[src/rtl/cache_bus_arbiter.sv]
// Arbitrates the I$ and D$ line-burst requests onto one bus port and counts beats for the winner.
// Optional CACHE_ARB_ROUND_ROBIN_EN: alternating priority after each Ack (default: D$ fixed priority).
module cache_bus_arbiter #(
  parameter int PA_BITS      = 34,
  parameter int BEATSPERLINE = 8,
  parameter int LOGBWPL      = 3
) (
  input  logic               clk,
  input  logic               reset_n,
  input  logic [1:0]         IFCacheBusRW,
  input  logic [PA_BITS-1:0] IFCacheBusAdr,
  input  logic [1:0]         DCacheBusRW,
  input  logic [PA_BITS-1:0] DCacheBusAdr,
  output logic               IFCacheBusAck,
  output logic               DCacheBusAck,
  output logic [LOGBWPL-1:0] BeatCount,
  output logic [1:0]         BusRW,
  output logic [PA_BITS-1:0] BusAdr,
  input  logic               BusBeatDone,
  output logic               BusOwner,
  output logic               ArbBusy
);

  typedef enum logic [1:0] {IDLE, BUSY, DONE} arbState_t;

  localparam logic [LOGBWPL-1:0] LastBeat = LOGBWPL'(BEATSPERLINE - 1);

  arbState_t          state, nextState;
  logic               owner;
  logic [1:0]         rwQ;
  logic [PA_BITS-1:0] adrQ;
  logic [LOGBWPL-1:0] beatCount;

  logic ifReq, dReq, grantD, ownerLive, lastBeat, abortReq, startBurst;

`ifdef CACHE_ARB_ROUND_ROBIN_EN
  logic prioD;
`endif

  always_comb begin
    ifReq     = |IFCacheBusRW;
    dReq      = |DCacheBusRW;
`ifdef CACHE_ARB_ROUND_ROBIN_EN
    grantD    = dReq && (!ifReq || prioD);
`else
    grantD    = dReq;
`endif
    startBurst = (state == IDLE) && (ifReq || dReq);
    ownerLive  = owner ? dReq : ifReq;
    lastBeat   = (state == BUSY) && BusBeatDone && (beatCount == LastBeat);
    // Withdrawal only counts before the bus has committed a beat.
    abortReq   = (state == BUSY) && !ownerLive && (beatCount == '0) && !BusBeatDone;

    nextState = state;
    case (state)
      IDLE:    if (startBurst) nextState = BUSY;
      BUSY:    if (lastBeat) nextState = DONE;
               else if (abortReq) nextState = IDLE;
      DONE:    nextState = IDLE;
      default: nextState = IDLE;
    endcase
  end

  always_ff @(posedge clk or negedge reset_n) begin
    if (!reset_n) begin
      state     <= IDLE;
      owner     <= 1'b0;
      rwQ       <= '0;
      adrQ      <= '0;
      beatCount <= '0;
    end else begin
      state <= nextState;
      if (startBurst) begin
        owner <= grantD;
        // Illegal encodings collapse to a fetch: bit 1 wins.
        if (grantD) rwQ <= DCacheBusRW[1] ? 2'b10 : 2'b01;
        else        rwQ <= 2'b10;
        adrQ  <= grantD ? DCacheBusAdr : IFCacheBusAdr;
      end
      if ((state == BUSY) && BusBeatDone)
        beatCount <= lastBeat ? '0 : beatCount + LOGBWPL'(1);
    end
  end

`ifdef CACHE_ARB_ROUND_ROBIN_EN
  always_ff @(posedge clk or negedge reset_n) begin
    if (!reset_n)      prioD <= 1'b1;
    else if (lastBeat) prioD <= ~owner;
  end
`endif

  always_comb begin
    ArbBusy       = (state == BUSY);
    BusRW         = (state == BUSY) ? rwQ : '0;
    BusAdr        = adrQ;
    BusOwner      = owner;
    BeatCount     = beatCount;
    IFCacheBusAck = lastBeat && !owner;
    DCacheBusAck  = lastBeat && owner;
  end

  ifLegal: assert property (@(posedge clk) disable iff (!reset_n) !IFCacheBusRW[0]);
  dLegal:  assert property (@(posedge clk) disable iff (!reset_n) DCacheBusRW != 2'b11);

endmodule
[config.mk]
export PLATFORM = sky130hd
export DESIGN_NAME = cache_bus_arbiter
export DESIGN_NICKNAME = d
export VERILOG_FILES = /design/src/rtl/cache_bus_arbiter.sv
export SDC_FILE = /design/constraint.sdc
export NUM_CORES = 1
export LEC_CHECK = 0
export ABC_AREA = 0
export CAP_MARGIN = 30
export CORE_MARGIN = 2
export CORE_UTILIZATION = 42
export DETAILED_ROUTE_END_ITERATION = 7
export GPL_ROUTABILITY_DRIVEN = 0
export PLACE_DENSITY_LB_ADDON = 0.2
export SLEW_MARGIN = 20
export SYNTH_ARGS = -nofsm -noshare
export SYNTH_HDL_FRONTEND = slang
export SYNTH_SLANG_ARGS = --single-unit
[constraint.sdc]
create_clock -name clk -period 3.1 [get_ports clk]
set_input_delay 0.93 -clock clk [delete_from_list [all_inputs] [get_ports clk]]
set_output_delay 0.93 -clock clk [all_outputs]
set_load 0.05 [all_outputs]
==> summary.txt, run 1 <==
Clock network
  • Post CTS Setup Buffer Count: 0
  • Clock transition at path regs: 0.08 ns
  • Num CTS Buffers: 5
  • Post_cts resized: 0
  • Clock sinks: 42
  • Worst skew pair latency: 0.29 ns
  • CTS tree: yes
  • CTS Hold Bufs: 0
  • Clock Tree Buf Depth: 2
  • Root Driver: clkbuf_8
  • H-tree levels: 2

Yosys
  • Synthesized net count: 230
  • Ys async rst share: 100%
  • Top_reg_cell synth: dfrtp_1
  • Warnings, synthesis: 0
  • Post-synth EDFFs: 0
  • Synth cell types: 27
  • Mean post-synth cell area: 14.2 sq um
  • Sequential element share of the synthesized area: 48.6%
  • FF+latch count, synth: 42
  • Post-Syn Area: 0.00216 sq mm
  • Cells after Synth: 152

Worst setup path
  • Register-to-register setup slack: 1.61 ns
  • Crit path DAT: 1.95 ns
  • Crit Path Max Fanout: 4
  • Crit path kind: primary input to output port
  • Worst EP required: 2.17 ns
  • CP delay by family, top: buffers and inverters
  • Worst path cell trace: clkdlybuf4s50_1 > nand3_1 > nor2_1 > buf_12
  • Slowest cell delay on critical path: 0.51 ns
  • Slowest CP cell: clkdlybuf4s50_1
  • Buf+Inv Stages, Crit Path: 2
  • Crit path capture type: output port
  • Startpoint Class: primary input

Final layout
  • # diodes: 0
  • Nets: 353
  • Filler cells: 364
  • Share of cells above drive strength 1: 31.2%
  • Area delta synth->final: 66.7%

STA
  • Setup TNS: 0 ns
  • Relative slew slack: 64.0%
  • Fmax: 348 MHz
  • Setup WS post-layout: 0.224 ns
  • Worst-Margin Slew: 0.539 ns
  • Period utilization: 92.8%
  • Final setup violation count: 0
  • Post-layout min period: 2.88 ns
  • Clock Skews: 0.00547 ns
  • Pins over their slew limit: 0
  • RSZ-0062 raised after global routing: no
  • Final Hold Vio Count: 0

Run
  • Max cap viols: 0

GRT
  • Gr ovfl total: 0
  • GR Util met2: 31.9%
  • Initial antenna violation count: 0
  • M3 GR Usage: 6.75%
  • Number of global-route vias before repair: 1717
  • Largest net degree at the start of global routing: 43
  • Total GRT Usage: 18.5%
  • First-pass GRT wire length: 7870 um
  • Met1 usage: 21.9%
  • Busiest grt layer: met2

Routing
  • WL final: 5060 um
  • Remaining antenna violation count after routing: 0
  • Drt via density: 4.81
  • First-pass detailed-route iteration total: 4
  • Via count: 1663
  • Post-route DRC: 0
  • Initial drt markers: 60
  • Wire per inst: 14.6 um

Floorplanning
  • Ports: 118
  • Row Count: 26
  • Die height: 75.8 um
  • Die Area: 0.00574 sq mm
  • Die width: 75.8 um
  • Core ar.: 0.00504 sq mm
  • Starting Density: 42.9%

Power
  • P_leak: 1.51 nW
  • Maximum vdd drop: 0.718 mV
  • Power density over cell area: 1060 mW/mm^2

Hold path
  • HP Class: register to register

Run status
  • Status: finished, final reports clean

Place
  • DP Wirelength: 3900 um
  • Place WS: 0.217 ns
  • Buffers on Ports: 117
## through the flow
stage	hold slack, ns	total power, W	instances	instance area [sq um]	util (%)
floorplan	0.456	0.00254	152	2160	-
global placement	0.482	0.00330	337	3440	68.2
detailed placement	0.480	0.00333	337	3440	68.2
CTS	0.509	0.00386	345	3570	70.9
global route	0.523	0.00401	346	3610	71.5
finish	0.510	0.00382	346	3610	71.5
## cell usage after synthesis, drive strengths merged, types with 2 or more instances
library cell,n,share of area [%]
inv,5,0.87
buf,7,2.7
ha,3,1.7
mux2,68,38
o21ai,4,0.93
nand2,3,0.52
dfrtp,42,49
nor2,4,1.0
nand2b,2,0.58
and2,2,0.58
## area by class of cell
type	instances	area, sq um	share of cell area, %
inverter	5	18.8	0.520
clock buffer	5	68.8	1.91
tap	70	87.6	2.43
sequential	42	1050	29.1
clock inverter	3	68.8	1.91
multi-input combinational	98	1040	28.9
timing repair buffer	123	1270	35.2
## cell usage in the layout, fill, tap and decap left out, drive strengths merged
cell,count
nand2,3
o21ai,4
clkdlybuf4s50,112
nor3,1
nand2b,2
bufinv,2
o32ai,1
ha,3
clkinv,1
a21o,1
buf,9
mux2,68
nand3b,1
and2,2
o211ai,1
a31o,1
nand3,1
nor2,4
inv,5
a211oi,1
nor3b,1
dlymetal6s2s,2
nor2b,1
dfrtp,42
clkbuf,5
o21a,1
or4b,1
## registers in the layout (all words and copies together) (netlist names)
signal	count
BeatCount	3
BusAdr	34
BusOwner	1
rwQ	2
state	2
## final timing paths
kind | start | end | depth (start not counted)
worst min-delay path | BusAdr[33] | BusAdr[33] | 1
worst min register to register | BusAdr[33] | BusAdr[33] | 1
worst max register to register | state[1] | BusAdr[3] | 3
min in group asynchronous | reset_n | BusAdr[14] | 1
worst max-delay path | BusBeatDone | DCacheBusAck | 4
max in group asynchronous | reset_n | BusAdr[22] | 2
## metal layers
metal / share of wire [%] / vias up
met2: 50 / 69
met4: 0.79 / 0
li1: - / 789
met5: 0 / -
met1: 40 / 801
met3: 9.4 / 4
## cell families (layout without fill, tap and decap cells)
group	Yosys count	after routing	synth area share, %
AO/OA/AOI/OAI	10	10	3.36
adder cells (fa/ha/maj)	3	3	1.74
buffers and inverters	12	136	3.53
flip-flops	42	42	48.6
multiplexers	68	68	38.2
AND/OR/NAND/NOR	17	17	4.63
## report_power, final
part / switching, W / internal (W) / total [W]
Clock: 0.000197 / 0.000323 / 0.000520
Sequential: 0.000161 / 0.000822 / 0.000983
Combinational: 0.00136 / 0.000962 / 0.00232
(Power assumes the default switching activity.)
==> run 2, diff against run 1 <==
--- a/config.mk
+++ b/config.mk
@@ -5,7 +5,7 @@
 export SDC_FILE = /design/constraint.sdc
 export NUM_CORES = 1
 export LEC_CHECK = 0
-export ABC_AREA = 0
+export ABC_AREA = 1
 export CAP_MARGIN = 30
 export CORE_MARGIN = 2
 export CORE_UTILIZATION = 42
==> summary.txt, run 2 <==
Floorplanning
  • Starting Density: 43.0%
  • Row Count: 26
  • Die height: 75.9 um
  • Die width: 75.9 um
  • Die Area: 0.00575 sq mm
  • Core ar.: 0.00504 sq mm
  • Ports: 118

STA
  • Final Hold Vio Count: 0
  • Relative slew slack: 54.7%
  • Period utilization: 98.1%
  • Worst-Margin Slew: 0.678 ns
  • RSZ-0062 raised after global routing: yes
  • Final setup violation count: 0
  • Pins over their slew limit: 0
  • Fmax: 329 MHz
  • Clock Skews: 0.00528 ns
  • Post-layout min period: 3.04 ns

GRT
  • Initial antenna violation count: 0
  • Met1 usage: 24.3%
  • Gr ovfl total: 0
  • Largest net degree at the start of global routing: 43
  • First-pass GRT wire length: 8860 um
  • GR Util met2: 34.1%
  • Number of global-route vias before repair: 1921
  • Busiest grt layer: met2
  • Total GRT Usage: 20.7%
  • M3 GR Usage: 7.94%

Yosys
  • Top_reg_cell synth: dfrtp_1
  • Post-Syn Area: 0.00217 sq mm
  • Warnings, synthesis: 0
  • FF+latch count, synth: 42
  • Largest area contributor in the netlist: dfrtp_1
  • Sequential element share of the synthesized area: 48.5%
  • Most numerous cell in the Yosys netlist: nand2_1
  • Synth top area cells: dfrtp_1 48%, nand2_1 38%, inv_1 2.4%
  • Most frequent cells after synthesis: 222 x nand2_1, 42 x dfrtp_1, 14 x inv_1
  • Post-synth EDFFs: 0
  • Synth cell types: 14
  • Ys async rst share: 100%
  • Mean post-synth cell area: 6.88 sq um
  • Post-synth top area share: 48.5%
  • Synthesized net count: 393
  • Cells after Synth: 315

Worst setup path
  • Startpoint Class: primary input
  • Crit path capture type: output port
  • CP startpoint: BusBeatDone
  • Crit path to: DCacheBusAck
  • Crit Path Max Fanout: 3
  • Crit path kind: primary input to output port
  • Crit path DAT: 2.11 ns
  • R2R depth: 6
  • R2r startpoint: state[0]
  • Worst EP required: 2.17 ns
  • Reg-to-Reg End: BusOwner
  • Register-to-register setup slack: 1.72 ns

Place
  • Placed insts: 493
  • DP Wirelength: 4140 um
  • Buffers on Ports: 117

Routing
  • Initial drt markers: 87
  • Via count: 2244
  • Remaining antenna violation count after routing: 0
  • Post-route DRC: 0
  • Drt via density: 4.47
  • Wire per inst: 11.4 um
  • WL final: 5710 um
  • First-pass detailed-route iteration total: 4

Final layout
  • Most frequent cells in the layout: 222 x nand2_1, 114 x clkdlybuf4s50_1, 42 x dfrtp_1, 14 x inv_1, 8 x nor2_1
  • Non-Filler Instances: 502
  • Nets: 509
  • Commonest non-fill, non-tap cell in the layout: nand2_1
  • # diodes: 0
  • Area delta synth->final: 62.7%
  • Share of cells above drive strength 1: 4.17%
  • Max FFs per register: 34

Clock network
  • Post_cts resized: 0
  • Num CTS Buffers: 5
  • Clock transition at path regs: 0.08 ns
  • H-tree levels: 2
  • Clock Tree Buf Depth: 2
  • Worst skew pair latency: 0.29 ns
  • CTS Hold Bufs: 0
  • Root Driver: clkbuf_8
  • Clock sinks: 42
  • CTS tree: yes

Hold path
  • HP Class: register to register
  • Hold Startpoint: BusAdr[26]

Run status
  • Status: finished, final reports clean

Power
  • Power density over cell area: 967 mW/mm^2
  • Maximum vdd drop: 0.459 mV
  • Design Power: 0.00341 W
  • P_leak: 1.83 nW

Run
  • Max cap viols: 0
-- run 2: changes by cell type after synthesis, sizes merged, moves of 4 or more --
| cell | change |
|---|---|
| nand2 | +220 |
| mux2 | -68 |
| inv | +9 |
| buf | +6 |
| nor2 | +5 |
| nand3 | +4 |
-- run 2: worst max-delay path, stage by stage --
cell             delay [ns]
clkdlybuf4s50_1        0.48
inv_1                  0.07
nor2_1                 0.13
nand2_1                0.12
nor2_1                 0.21
buf_12                 0.17
-- run 2: stage by stage --
| step | setup slack (ns) | setup TNS (ns) | hold WS (ns) | utilization (%) | cell area [sq um] |
|---|---|---|---|---|---|
| finish | 0.0588 | 0 | 0.472 | 70.0 | 3530 |
| global route | -0.0104 | -0.0104 | 0.482 | 70.0 | 3530 |
| CTS | 0.0500 | 0 | 0.477 | 69.6 | 3510 |
| detailed placement | 0.0573 | 0 | 0.457 | 67.8 | 3420 |
| global placement | 0.0997 | 0 | 0.452 | 67.8 | 3420 |
| floorplan | 0.201 | 0 | 0.442 | - | 2170 |
-- run 2: worst min path at each step --
stage	to	cells after the start
2_1_floorplan	rwQ[0]	2
3_3_place_gp	BusAdr[14]	2
3_5_place_dp	BusAdr[21]	2
4_1_cts	rwQ[1]	2
5_1_grt	BusAdr[16]	1
6_report	BusAdr[26]	2
-- run 2: logic make-up (layout without fill, tap and decap cells) --
logic type               after synthesis  after routing  share of synthesized area [%]
flip-flops                            42             42                           48.5
adder cells (fa/ha/maj)                3              3                           1.73
buffers and inverters                 27            144                           6.12
AO/OA/AOI/OAI                          6              6                           1.90
AND/OR/NAND/NOR                      237            237                           41.8
-- run 2: report_power, final --
part	leakage (nW)	total, W	internal (W)	switching (W)
logic	1.26	0.00211	0.000709	0.00140
registers	0.521	0.000942	0.000803	0.000139
clock network	0.0482	0.000361	0.000180	0.000182
total	1.83	0.00341	0.00169	0.00172
-- run 2: layer usage --
metal  wire, um  share of wire (%)
met4        104                1.8
met3        464                8.1
met1       2270                 40
met2       2870                 50
met5          0                  0
-- run 2: layout make-up --
type                            instances  area [sq um]
Multi-Input combinational cell        246           985
Clock buffer                            7          86.3
Fill cell                             455          1510
Clock inverter                          1          5.00
Timing Repair Buffer                  122          1260
Tap cell                               70          87.6
Sequential cell                        42          1050
Inverter                               14          52.6
-- run 2: repair_timing --
item / in CTS / in global routing
hold endpoints to repair: 0 / 0
buffers inserted: 0 / 0
setup endpoints to repair: 0 / 1
